==> src/rtl/reset_seq_pkg.sv <==
// Shared types and helpers for the staged reset sequencer.
// Optional watchdog support in the top is enabled with RSTSEQ_WDOG_EN.
package reset_seq_pkg;

  // Sequencer phases: all domains held, staged release, all domains released.
  typedef enum logic [1:0] {
    HOLD    = 2'd0,
    RELEASE = 2'd1,
    RUN     = 2'd2
  } seq_state_e;

  // Bit position of the power-on flag inside the cause vector.
  // Soft-request sources occupy the bits below it.
  function automatic int cause_por_bit(input int num_req);
    return num_req;
  endfunction

endpackage

==> src/rtl/rst_seq_timer.sv <==
// Loadable up-counter with synchronous clear and a terminal-count compare.
// Clear has priority over load, which has priority over increment.
module rst_seq_timer #(
  parameter int W = 4
) (
  input  logic         clk,
  input  logic         rst_n,
  input  logic         clr,
  input  logic         load,
  input  logic [W-1:0] load_val,
  input  logic         inc,
  input  logic [W-1:0] term,
  output logic [W-1:0] cnt,
  output logic         tc
);

  logic [W-1:0] cnt_d;
  logic [W-1:0] cnt_q;

  // Next count: clear, load, increment or hold.
  always_comb begin
    cnt_d = cnt_q;
    if (clr) begin
      cnt_d = {W{1'b0}};
    end else if (load) begin
      cnt_d = load_val;
    end else if (inc) begin
      cnt_d = cnt_q + {{(W-1){1'b0}}, 1'b1};
    end else begin
      cnt_d = cnt_q;
    end
  end

  // Count register with synchronous active-low reset.
  always_ff @(posedge clk) begin
    if (!rst_n) begin
      cnt_q <= {W{1'b0}};
    end else begin
      cnt_q <= cnt_d;
    end
  end

  assign cnt = cnt_q;
  assign tc  = (cnt_q == term);

endmodule

==> src/rtl/reset_sequencer.sv <==
// Staged reset controller: holds all domains in reset for HOLD_CYCLES, then
// releases them one by one (bit 0 first) every STAGE_DELAY cycles. Soft
// requests restart the sequence and are recorded in the cause vector.
// Define RSTSEQ_WDOG_EN to add a watchdog that forces a reset from RUN.
module reset_sequencer
  import reset_seq_pkg::*;
#(
  parameter int NUM_STAGES   = 3,
  parameter int HOLD_CYCLES  = 8,
  parameter int STAGE_DELAY  = 4,
  parameter int NUM_REQ      = 2,
  parameter int WDOG_TIMEOUT = 1024
) (
  input  logic                  clk,
  input  logic                  rst_n,
  input  logic [NUM_REQ-1:0]    soft_req,
`ifdef RSTSEQ_WDOG_EN
  input  logic                  wdog_kick,
  output logic                  wdog_cause,
`endif
  output logic [NUM_STAGES-1:0] rst_stage,
  output logic                  seq_busy,
  output logic                  seq_done,
  output logic [NUM_REQ:0]      cause
);

  localparam int MAX_CT = (HOLD_CYCLES > STAGE_DELAY) ? HOLD_CYCLES : STAGE_DELAY;
  localparam int CNT_W  = $clog2(MAX_CT) + 1;
  localparam int IDX_W  = (NUM_STAGES > 1) ? $clog2(NUM_STAGES) : 1;
  localparam int POR_B  = cause_por_bit(NUM_REQ);

  localparam logic [NUM_REQ:0] CAUSE_POR = (NUM_REQ+1)'(1) << POR_B;

  seq_state_e            state_d, state_q;
  logic [IDX_W-1:0]      idx_d, idx_q;
  logic [NUM_STAGES-1:0] rst_stage_d, rst_stage_q;
  logic                  seq_busy_d, seq_busy_q;
  logic                  seq_done_d, seq_done_q;
  logic [NUM_REQ:0]      cause_d, cause_q;

  logic                  soft_any_s;
  logic                  cnt_clr_s;
  logic                  cnt_inc_s;
  logic [CNT_W-1:0]      cnt_term_s;
  logic [CNT_W-1:0]      cnt_s;
  logic                  cnt_tc_s;
  logic                  wdog_expire_s;

  assign soft_any_s = |soft_req;

  // Phase counter: shared by the hold period and each inter-stage gap.
  rst_seq_timer #(.W(CNT_W)) u_cnt (
    .clk      (clk),
    .rst_n    (rst_n),
    .clr      (cnt_clr_s),
    .load     (1'b0),
    .load_val ({CNT_W{1'b0}}),
    .inc      (cnt_inc_s),
    .term     (cnt_term_s),
    .cnt      (cnt_s),
    .tc       (cnt_tc_s)
  );

`ifdef RSTSEQ_WDOG_EN
  localparam int WD_W = $clog2(WDOG_TIMEOUT) + 1;
  // Expire on the edge that would take the count to WDOG_TIMEOUT-1.
  localparam int WD_T = (WDOG_TIMEOUT >= 2) ? (WDOG_TIMEOUT - 2) : 0;

  logic            wd_clr_s;
  logic            wd_inc_s;
  logic [WD_W-1:0] wd_cnt_s;
  logic            wd_tc_s;
  logic            wdog_cause_d, wdog_cause_q;

  // Watchdog counter runs only in RUN and is cleared by a kick.
  always_comb begin
    wdog_expire_s = (state_q == RUN) && !wdog_kick && wd_tc_s;
    if ((state_q != RUN) || wdog_kick || wdog_expire_s) begin
      wd_clr_s = 1'b1;
      wd_inc_s = 1'b0;
    end else begin
      wd_clr_s = 1'b0;
      wd_inc_s = 1'b1;
    end
  end

  rst_seq_timer #(.W(WD_W)) u_wdog (
    .clk      (clk),
    .rst_n    (rst_n),
    .clr      (wd_clr_s),
    .load     (1'b0),
    .load_val ({WD_W{1'b0}}),
    .inc      (wd_inc_s),
    .term     (WD_W'(WD_T)),
    .cnt      (wd_cnt_s),
    .tc       (wd_tc_s)
  );

  // Sticky watchdog flag: set on expiry, cleared by any soft request.
  always_comb begin
    wdog_cause_d = wdog_cause_q;
    if (soft_any_s) begin
      wdog_cause_d = 1'b0;
    end else if (wdog_expire_s) begin
      wdog_cause_d = 1'b1;
    end else begin
      wdog_cause_d = wdog_cause_q;
    end
  end

  // Watchdog flag register.
  always_ff @(posedge clk) begin
    if (!rst_n) begin
      wdog_cause_q <= 1'b0;
    end else begin
      wdog_cause_q <= wdog_cause_d;
    end
  end

  assign wdog_cause = wdog_cause_q;
`else
  assign wdog_expire_s = 1'b0;
`endif

  // Next-state and next-output logic for the sequencer.
  always_comb begin
    state_d     = state_q;
    idx_d       = idx_q;
    rst_stage_d = rst_stage_q;
    cause_d     = cause_q;
    cnt_clr_s   = 1'b0;
    cnt_inc_s   = 1'b0;
    cnt_term_s  = CNT_W'(STAGE_DELAY - 1);

    case (state_q)
      HOLD: begin
        cnt_term_s = CNT_W'(HOLD_CYCLES - 1);
        if (soft_any_s) begin
          // Restart the hold period and accumulate new sources.
          cnt_clr_s   = 1'b1;
          idx_d       = {IDX_W{1'b0}};
          rst_stage_d = {NUM_STAGES{1'b1}};
          cause_d     = cause_q | {1'b0, soft_req};
        end else if (cnt_tc_s) begin
          state_d   = RELEASE;
          cnt_clr_s = 1'b1;
          idx_d     = {IDX_W{1'b0}};
        end else begin
          cnt_inc_s = 1'b1;
        end
      end

      RELEASE: begin
        if (soft_any_s) begin
          // Reassert any released domains and start over.
          state_d     = HOLD;
          cnt_clr_s   = 1'b1;
          idx_d       = {IDX_W{1'b0}};
          rst_stage_d = {NUM_STAGES{1'b1}};
          cause_d     = cause_q | {1'b0, soft_req};
        end else if (cnt_tc_s) begin
          rst_stage_d[idx_q] = 1'b0;
          cnt_clr_s          = 1'b1;
          if (idx_q == IDX_W'(NUM_STAGES - 1)) begin
            state_d = RUN;
            idx_d   = {IDX_W{1'b0}};
          end else begin
            idx_d = idx_q + {{(IDX_W-1){1'b0}}, 1'b1};
          end
        end else begin
          cnt_inc_s = 1'b1;
        end
      end

      RUN: begin
        cnt_clr_s = 1'b1;
        if (soft_any_s) begin
          state_d     = HOLD;
          idx_d       = {IDX_W{1'b0}};
          rst_stage_d = {NUM_STAGES{1'b1}};
          cause_d     = {1'b0, soft_req};
        end else if (wdog_expire_s) begin
          state_d     = HOLD;
          idx_d       = {IDX_W{1'b0}};
          rst_stage_d = {NUM_STAGES{1'b1}};
          cause_d     = {(NUM_REQ+1){1'b0}};
        end else begin
          rst_stage_d = {NUM_STAGES{1'b0}};
        end
      end

      default: begin
        // Unreachable encoding: recover into a full reset hold.
        state_d     = HOLD;
        cnt_clr_s   = 1'b1;
        idx_d       = {IDX_W{1'b0}};
        rst_stage_d = {NUM_STAGES{1'b1}};
        cause_d     = CAUSE_POR;
      end
    endcase

    seq_busy_d = |rst_stage_d;
    seq_done_d = (state_d == RUN);
  end

  // Sequencer state and registered outputs.
  always_ff @(posedge clk) begin
    if (!rst_n) begin
      state_q     <= HOLD;
      idx_q       <= {IDX_W{1'b0}};
      rst_stage_q <= {NUM_STAGES{1'b1}};
      seq_busy_q  <= 1'b1;
      seq_done_q  <= 1'b0;
      cause_q     <= CAUSE_POR;
    end else begin
      state_q     <= state_d;
      idx_q       <= idx_d;
      rst_stage_q <= rst_stage_d;
      seq_busy_q  <= seq_busy_d;
      seq_done_q  <= seq_done_d;
      cause_q     <= cause_d;
    end
  end

  assign rst_stage = rst_stage_q;
  assign seq_busy  = seq_busy_q;
  assign seq_done  = seq_done_q;
  assign cause     = cause_q;

endmodule

==> config.mk <==
export PLATFORM = sky130hd
export DESIGN_NAME = reset_sequencer
export DESIGN_NICKNAME = d
export VERILOG_FILES = /design/src/rtl/reset_seq_pkg.sv /design/src/rtl/rst_seq_timer.sv /design/src/rtl/reset_sequencer.sv
export SDC_FILE = /design/constraint.sdc
export NUM_CORES = 1
export LEC_CHECK = 0
export CORE_MARGIN = 3
export CORE_UTILIZATION = 40
export DETAILED_ROUTE_END_ITERATION = 10
export HOLD_SLACK_MARGIN = 0.1
export MAX_ROUTING_LAYER = met4
export PLACE_DENSITY = 0.68
export SETUP_SLACK_MARGIN = 0.2
export SYNTH_ARGS = -nofsm -noshare
export SYNTH_HDL_FRONTEND = slang
export SYNTH_SLANG_ARGS = --single-unit
export TNS_END_PERCENT = 10
==> constraint.sdc <==
create_clock -name clk -period 1.9 [get_ports clk]
set_input_delay 0.19 -clock clk [delete_from_list [all_inputs] [get_ports clk]]
set_output_delay 0.19 -clock clk [all_outputs]
set_load 0.05 [all_outputs]
After elaboration in Yosys (flattened, before gate mapping)

Index checks and enable logic that the tools add are counted.
W data, S select, Z words.

Add/sub/neg operators: 2
Multiply operators: 0
Divide/modulo/power cells: 0
Magnitude comparators: 2
Eq/ne operators: 9
Shift operators: 0
Mux-type cells: 31
Bitwise operators: 4
Reductions and logical operators: 8

Operators by type and width:

| kind                  | number |
|---|---|
| $mux W2               | 12 |
| $mux W3               | 7 |
| $pmux W2 S3           | 2 |
| $pmux W3 S3           | 1 |
| $mux W1               | 7 |
| $eq A2 B2 Y1 const B  | 3 |
| $ne A3 B3 Y1 const B  | 2 |
| $pmux W3 S2           | 1 |
| $reduce_or A2 Y1      | 3 |
| $add A4 B1 Y4 const B | 1 |
| $eq A4 B3 Y1          | 1 |
| $and A3 B3 Y3         | 1 |
| $lt A2 B3 Y1 const B  | 1 |
| $not A3 Y3            | 1 |
| $or A3 B2 Y3          | 1 |
| $reduce_and A3 Y1     | 1 |
| $reduce_or A3 Y1      | 1 |
| $add A2 B1 Y2 const B | 1 |
| $demux W1 S2          | 1 |
| $eq A2 B1 Y1 const B  | 1 |
| $ge A2 B1 Y1 const B  | 1 |
| $logic_not A2 Y1      | 1 |
| $ne A2 B1 Y1 const B  | 1 |
| $ne A2 B2 Y1 const B  | 1 |
| 3 further kinds       | 3 |

Flip-flop bits (word level): 16
Latch bits: 0
RAM bits: 0
ROM bits: 0
Input bits: 4
Output and inout bits: 8
Word-level logic and storage cells: 63
Memories kept: 0

Depth between registers and ports, before layout

Gate-level depths: netlist (run 1).

Depth in word-level cells: 10
Gate-level depth with buffers: 5
Gate-level depth less buffers: 5

Hierarchy

A second synthesis (run 1) with hierarchy kept.

Cells, all modules: 84
Area, all modules: 742.0 µm²

Modules (own cells, without submodules):

| module          | times used | cells an instance | area each (µm²) |
|---|---|---|---|
| reset_sequencer | 1          | 56                | 501.7 |
| rst_seq_timer   | 1          | 28                | 240.2 |

Worst setup path after synthesis (run 1)

No wires, ideal clock.

Kind: register -> register
Start point: reg u_cnt.cnt_q[0] (netlist: u_cnt.cnt[0])
End point: reg seq_busy_q (netlist: seq_busy)
Library setup time: 0.125 ns
Arrival time: 1.209 ns
Slack: 0.566 ns
Cell stages (with the launch flop): 6
Buffers on the path: 0
Clock period less this slack: 1.334 ns
Cell sequence: dfxtp_1 > ha_1 > nand4bb_4 > o31ai_2 > a41o_1 > nand2_1

Cells in the longest elaborated chain, start to end: 5

Ends and longest elaborated chain:

| what                   | RTL line               | source |
|---|---|---|
| start, declared        | rst_seq_timer.sv:18    | `logic [W-1:0] cnt_q;` |
| start signal, assigned | rst_seq_timer.sv:37    | `cnt_q <= {W{1'b0}};` |
| start signal, assigned | rst_seq_timer.sv:39    | `cnt_q <= cnt_d;` |
| $eq A4 B3 Y1           | rst_seq_timer.sv:44    | `assign tc = (cnt_q == term);` |
| $mux W3                | reset_sequencer.sv:161 | `end else if (cnt_tc_s) begin` |
| $mux W3                | reset_sequencer.sv:154 | `if (soft_any_s) begin` |
| $pmux W3 S3            | reset_sequencer.sv:135 | `case (state_q)` |
| $reduce_or A3 Y1       | reset_sequencer.sv:202 | `seq_busy_d = \|rst_stage_d;` |
| end signal, assigned   | reset_sequencer.sv:219 | `seq_busy_q <= seq_busy_d;` |
| end, declared          | reset_sequencer.sv:37  | `logic seq_busy_d, seq_busy_q;` |

No other way between the ends.
A chain may end at the register's enable or synchronous reset.

Final worst setup path (run 1)

Start point: reg rst_stage_q[1] (netlist: rst_stage[1])
End point: out rst_stage[1]

RTL lines:

| what                   | RTL line               | source |
|---|---|---|
| start, declared        | reset_sequencer.sv:36  | `logic [NUM_STAGES-1:0] rst_stage_d, rst_stage_q;` |
| start signal, assigned | reset_sequencer.sv:211 | `rst_stage_q <= {NUM_STAGES{1'b1}};` |
| start signal, assigned | reset_sequencer.sv:218 | `rst_stage_q <= rst_stage_d;` |
| end, declared          | reset_sequencer.sv:21  | `output logic [NUM_STAGES-1:0] rst_stage,` |

No word-level cell between the ends.

==> impl_metrics.yaml, run 1 <==
run_status:
  status: "completed"
worst_setup_path:
  path_class: "flop to output port"
  path_cells: "clkdlybuf4s50_1"
  cp_max_fo: 3
  worstPathRequired_ps: 1710
  crit_arrival_ps: 1470
  r2r_slack_ps: 390
  start_kind: "flop"
  max_stage_delay_ps: 820
  endpoint_kind: "output port"
  crit_slowest_cell: "clkdlybuf4s50_1"
  crit_family: "buffers and inverters"
  cp_num_buf_inv: 1
sta:
  post-route-period-util_pct: 87.4
  rsz0062_at_grt: "no"
  post-route-min-period_ps: 1660
  fmax_mhz: 602
  finalSetupTns_ps: 0
  hold_viol: 0
  finalMaxSlewViolations: 0
  worst_pin_slew_ps: 496
  relSlewSlack_pct: 66.8
  clock_skew_ps: 1.49
  setup_viol: 0
  finalWorstSetupSlack_ps: 240
yosys:
  synth.avg_cell_area_um2: 9.67
  synthArstFlopShare_pct: 0
  synth_xor_area_share_pct: 3.88
  muxShareOfSynthArea_pct: 0
  synth.distinct_cells: 29
  synth_nets: 75
  seq_area_frac_synth_pct: 47.3
  synth-simple-area-share_pct: 17.7
  synth_compound_area_share_pct: 24.6
  ys_seq_elements: 16
  ys.flop_type: "dfxtp_1"
  synth.yosys.warnings: 0
  synth_fa_ha_area_share_pct: 1.85
  synth_top_family_by_area: "compound AO/OA/AOI/OAI gates"
  synthCells: 70
  synth_edf_count: 0
  syn_area_um2: 677
clocking:
  clock_latency_ps: 280
  cts_resized: 0
  cts_buffers: 3
  path_clk_slew_ps: 90
  root_buffer: "clkbuf_4"
  cts_tree: "built"
  post-cts-setup-buffer-count: 0
  hold_buffers: 0
  cts.sinks: 16
  cts_buffer_depth: 2
  htreeDepth: 1
job:
  drv_cap: 0
die:
  io_pins: 12
  coreArea_mm2: 0.00154
  dieArea_mm2: 0.00222
  row_count: 14
  start_util_pct: 43.9
  dieHeight_um: 47.1
  die_w_um: 47.1
min_path:
  hold_class: "flop to flop"
drt:
  drt-initial-drc-count: 16
  drt_wl_total_um: 1260
  wl_per_cell_um: 12.7
  antenna_left: 0
  viasPerCell: 5.46
  vias: 541
  drc: 0
  drt_pass1_iterations: 4
grt:
  grt_start_max_net_pins: 11
  grt_pass1_vias: 507
  antenna_found_initial: 0
  grt-ovfl-total: 0
  grt_pass1_wl_um: 2130
  grt_use_total_pct: 13.6
power_and_ir_drop:
  irDropWorstVdd_v: 0.000386
  powerDensity_mw_per_mm2: 723
  power_w: 0.000602
  p_leak_nw: 0.289
finish:
  utilization_pct: 54.1
  area_delta_synth_final_pct: 23.1
  drive_gt1_share_pct: 10.8
  nets: 89
  fill_cells: 151
  antenna_cells: 0
  final_cells: 99
placed_design:
  hpwl_um: 951
  pre_cts_slack_ps: 351
  portBuffers: 11
  place_congestion: 0.766
  dp_cells: 95
## flip-flops by register name (all words and copies together), names as in the netlist
name	count
seq_done	1
u_cnt.cnt	4
seq_busy	1
idx_q	2
state_q	2
rst_stage	3
cause	3
## placed cells by master (no fill, tap or decap), types with 3 or more instances in the layout
master,count
dfxtp_1,16
clkdlybuf4s50_1,10
o21ai_0,6
nor2_1,6
a21oi_1,5
inv_1,4
nand3_1,4
nand2_1,3
clkbuf_4,3
## stage by stage
stage,hold slack (ps),instance area [um^2]
floorplan,289,677
finish,460,833
global placement,454,795
detailed placement,450,795
CTS,469,831
global route,507,833
## final cells by class
type / count / area [um^2] / area share (%)
flip-flops and latches: 16 / 320 / 38.4
multi-input cells: 47 / 325 / 39.0
clock buffers: 4 / 36.3 / 4.35
well taps: 16 / 20.0 / 2.40
inverters: 5 / 18.8 / 2.25
repair buffers: 11 / 113 / 13.5
## synth_stat cells (2+ instances only)
cell type / n / share of area [%]
a21oi_1: 5 / 3.7
dfxtp_1: 16 / 47
inv_1: 4 / 2.2
nand2_1: 3 / 1.7
nand2b_1: 2 / 1.8
nand3_1: 4 / 3.0
nor2_1: 6 / 3.3
o21ai_0: 6 / 4.4
o21ai_1: 2 / 1.5
o41ai_1: 2 / 2.6
xnor2_1: 2 / 2.6
## worst paths after layout
kind                                    from           end  cells after the start
worst min-delay path            u_cnt.cnt[0]  u_cnt.cnt[0]                      1
worst max-delay path            rst_stage[1]  rst_stage[1]                      1
worst min register to register  u_cnt.cnt[0]  u_cnt.cnt[0]                      1
worst max register to register  u_cnt.cnt[0]      seq_busy                      5
## metal layers
metal	global-route usage, %	vias to the layer above	share of wire [%]
li1	-	278	-
met1	18.8	252	50
met2	19.8	11	44
met3	3.45	0	6.2
met4	3.31	0	0
met5	-	-	0
## cells by family (layout without fill, tap and decap cells)
family	count (synthesis)	after routing
flops	16	16
fa+ha+maj	1	1
simple gates	20	20
xor+xnor	3	3
buf+inv	7	20
compound gates	23	23
## power by group
part           leakage, nW   total, W  internal (W)  switching [W]
clock network       0.0210   0.000222      0.000116       0.000105
registers            0.130   0.000341      0.000339     0.00000217
logic                0.138  0.0000393     0.0000161      0.0000232
Note: power is estimated with default switching activity, not from simulation.
==> inputs of run 2 (changes only) <==
--- a/config.mk
+++ b/config.mk
@@ -5,7 +5,7 @@
 export SDC_FILE = /design/constraint.sdc
 export NUM_CORES = 1
 export LEC_CHECK = 0
-export CORE_MARGIN = 3
+export CORE_MARGIN = 5
 export CORE_UTILIZATION = 40
 export DETAILED_ROUTE_END_ITERATION = 10
 export HOLD_SLACK_MARGIN = 0.1
==> run 2 against run 1 <==
  * Global-route usage shrank 2.3 points
  * Sequential power is essentially flat
  * Cell area is the same
  * Sequential cell count is the same
==> impl_metrics.yaml, run 2 (synthesized netlist as in run 1, its figures left out) <==
run_status:
  status: "completed"
grt:
  grt_pass1_vias: 509
  grt-ovfl-total: 0
  antenna_found_initial: 0
  grt_pass1_wl_um: 2170
  grt_start_max_net_pins: 11
  grt_use_total_pct: 11.3
die:
  dieArea_mm2: 0.00261
  start_util_pct: 43.4
  coreArea_mm2: 0.00156
  row_count: 14
  dieHeight_um: 51.1
  die_w_um: 51.1
  io_pins: 12
sta:
  fmax_mhz: 600
  rsz0062_at_grt: "yes"
  worst_pin_slew_ps: 501
  post-route-period-util_pct: 87.8
  worst_hold_slack_ps: 453
  setup_viol: 0
  finalMaxSlewViolations: 0
  post-route-min-period_ps: 1670
  relSlewSlack_pct: 66.6
  clock_skew_ps: 1.60
  finalWorstSetupSlack_ps: 232
  finalSetupTns_ps: 0
  hold_viol: 0
clocking:
  cts_buffers: 3
  cts.sinks: 16
  path_clk_slew_ps: 90
  hold_buffers: 0
  cts_buffer_depth: 2
  clock_latency_ps: 280
  post-cts-setup-buffer-count: 0
  cts_tree: "built"
  htreeDepth: 1
  root_buffer: "clkbuf_4"
  cts_resized: 0
power_and_ir_drop:
  p_leak_nw: 0.289
  powerDensity_mw_per_mm2: 718
  irDropWorstVdd_v: 0.000372
finish:
  multi_input_area_um2: 325
  largest_reg_flops: 4
  regArea_um2: 320
  fill_cells: 148
  final_cell_mix: "dfxtp_1 (16), clkdlybuf4s50_1 (10), o21ai_0 (6), nor2_1 (6), a21oi_1 (5)"
  final_cells: 99
  drive_gt1_share_pct: 10.8
  final_common_cell: "dfxtp_1"
  area_delta_synth_final_pct: 23.1
  nets: 89
  antenna_cells: 0
placed_design:
  hpwl_um: 929
  pre_cts_slack_ps: 390
  place_congestion: 0.779
  portBuffers: 11
  dp_cells: 95
drt:
  vias: 546
  dr_wl_met2_um: 533
  antenna_left: 0
  drt-initial-drc-count: 8
  drc: 0
  wl_met1_um: 622
  drt_wl_total_um: 1250
  wl_per_cell_um: 12.6
  viasPerCell: 5.52
  wl_met3_um: 83
  drt_pass1_iterations: 4
  highest_layer: "met4"
worst_setup_path:
  path_class: "flop to output port"
  cp.depth: 1
  crit_slowest_cell: "clkdlybuf4s50_1"
  cp_max_fo: 3
  r2r-end: "seq_busy"
  crit_arrival_ps: 1480
  crit_family: "buffers and inverters"
  max_stage_delay_ps: 820
  r2r_slack_ps: 410
  cp_num_buf_inv: 1
  path_cells: "clkdlybuf4s50_1"
  crit_start: "rst_stage[2]"
  start_kind: "flop"
  ff2ff_path_depth: 5
  endpoint_kind: "output port"
  rr_startpoint: "u_cnt.cnt[0]"
  worstPathRequired_ps: 1710
  endpoint: "rst_stage[2]"
job:
  drv_cap: 0
min_path:
  hold_class: "flop to flop"
==> run 2: cell counts in the layout (fill, tap and decap cells not counted) <==
No cell type changed its count.
==> run 2: final cells by class <==
cell class                 count  area share [%]
sequential                    16            38.4
timing repair buffer          11            13.5
multi-input combinational     47            39.0
inverter                       5            2.25
tap                           16            2.40
clock buffer                   4            4.35
==> run 2: where the power goes <==
group	leakage (nW)	switching, W	internal (W)
Clock	0.0210	0.000101	0.000117
Sequential	0.130	0.00000222	0.000339
Combinational	0.138	0.0000234	0.0000161
Total	0.289	0.000127	0.000472
==> run 2: how the worst min path moves through the flow <==
| stage | start | end | slack [ps] | cells after the start |
|---|---|---|---|---|
| after detailed placement | u_cnt.cnt[0] | u_cnt.cnt[0] | 440 | 1 |
| final | u_cnt.cnt[0] | u_cnt.cnt[0] | 450 | 1 |
| after CTS | u_cnt.cnt[0] | u_cnt.cnt[0] | 460 | 1 |
| after global placement | u_cnt.cnt[0] | u_cnt.cnt[0] | 430 | 1 |
| after global routing | u_cnt.cnt[0] | u_cnt.cnt[0] | 510 | 1 |
| after floorplan | rst_n | cause[2] | 290 | 1 |
==> run 2: per-layer routing <==
layer  vias to the layer above  global-route usage [%]
met2                        12                    16.5
met5                         -                       -
li1                        280                       -
met1                       252                    13.8
met4                         0                    2.69
met3                         2                    5.81
==> run 2: per-stage QoR <==
| step | power [W] | util (%) | area, um^2 |
|---|---|---|---|
| 5_1_grt | 0.000633 | 53.5 | 833 |
| 3_5_place_dp | 0.000389 | 51.0 | 795 |
| 3_3_place_gp | 0.000388 | 51.0 | 795 |
| 2_1_floorplan | 0.000371 | - | 677 |
| 4_1_cts | 0.000609 | 53.3 | 831 |
| 6_report | 0.000598 | 53.5 | 833 |
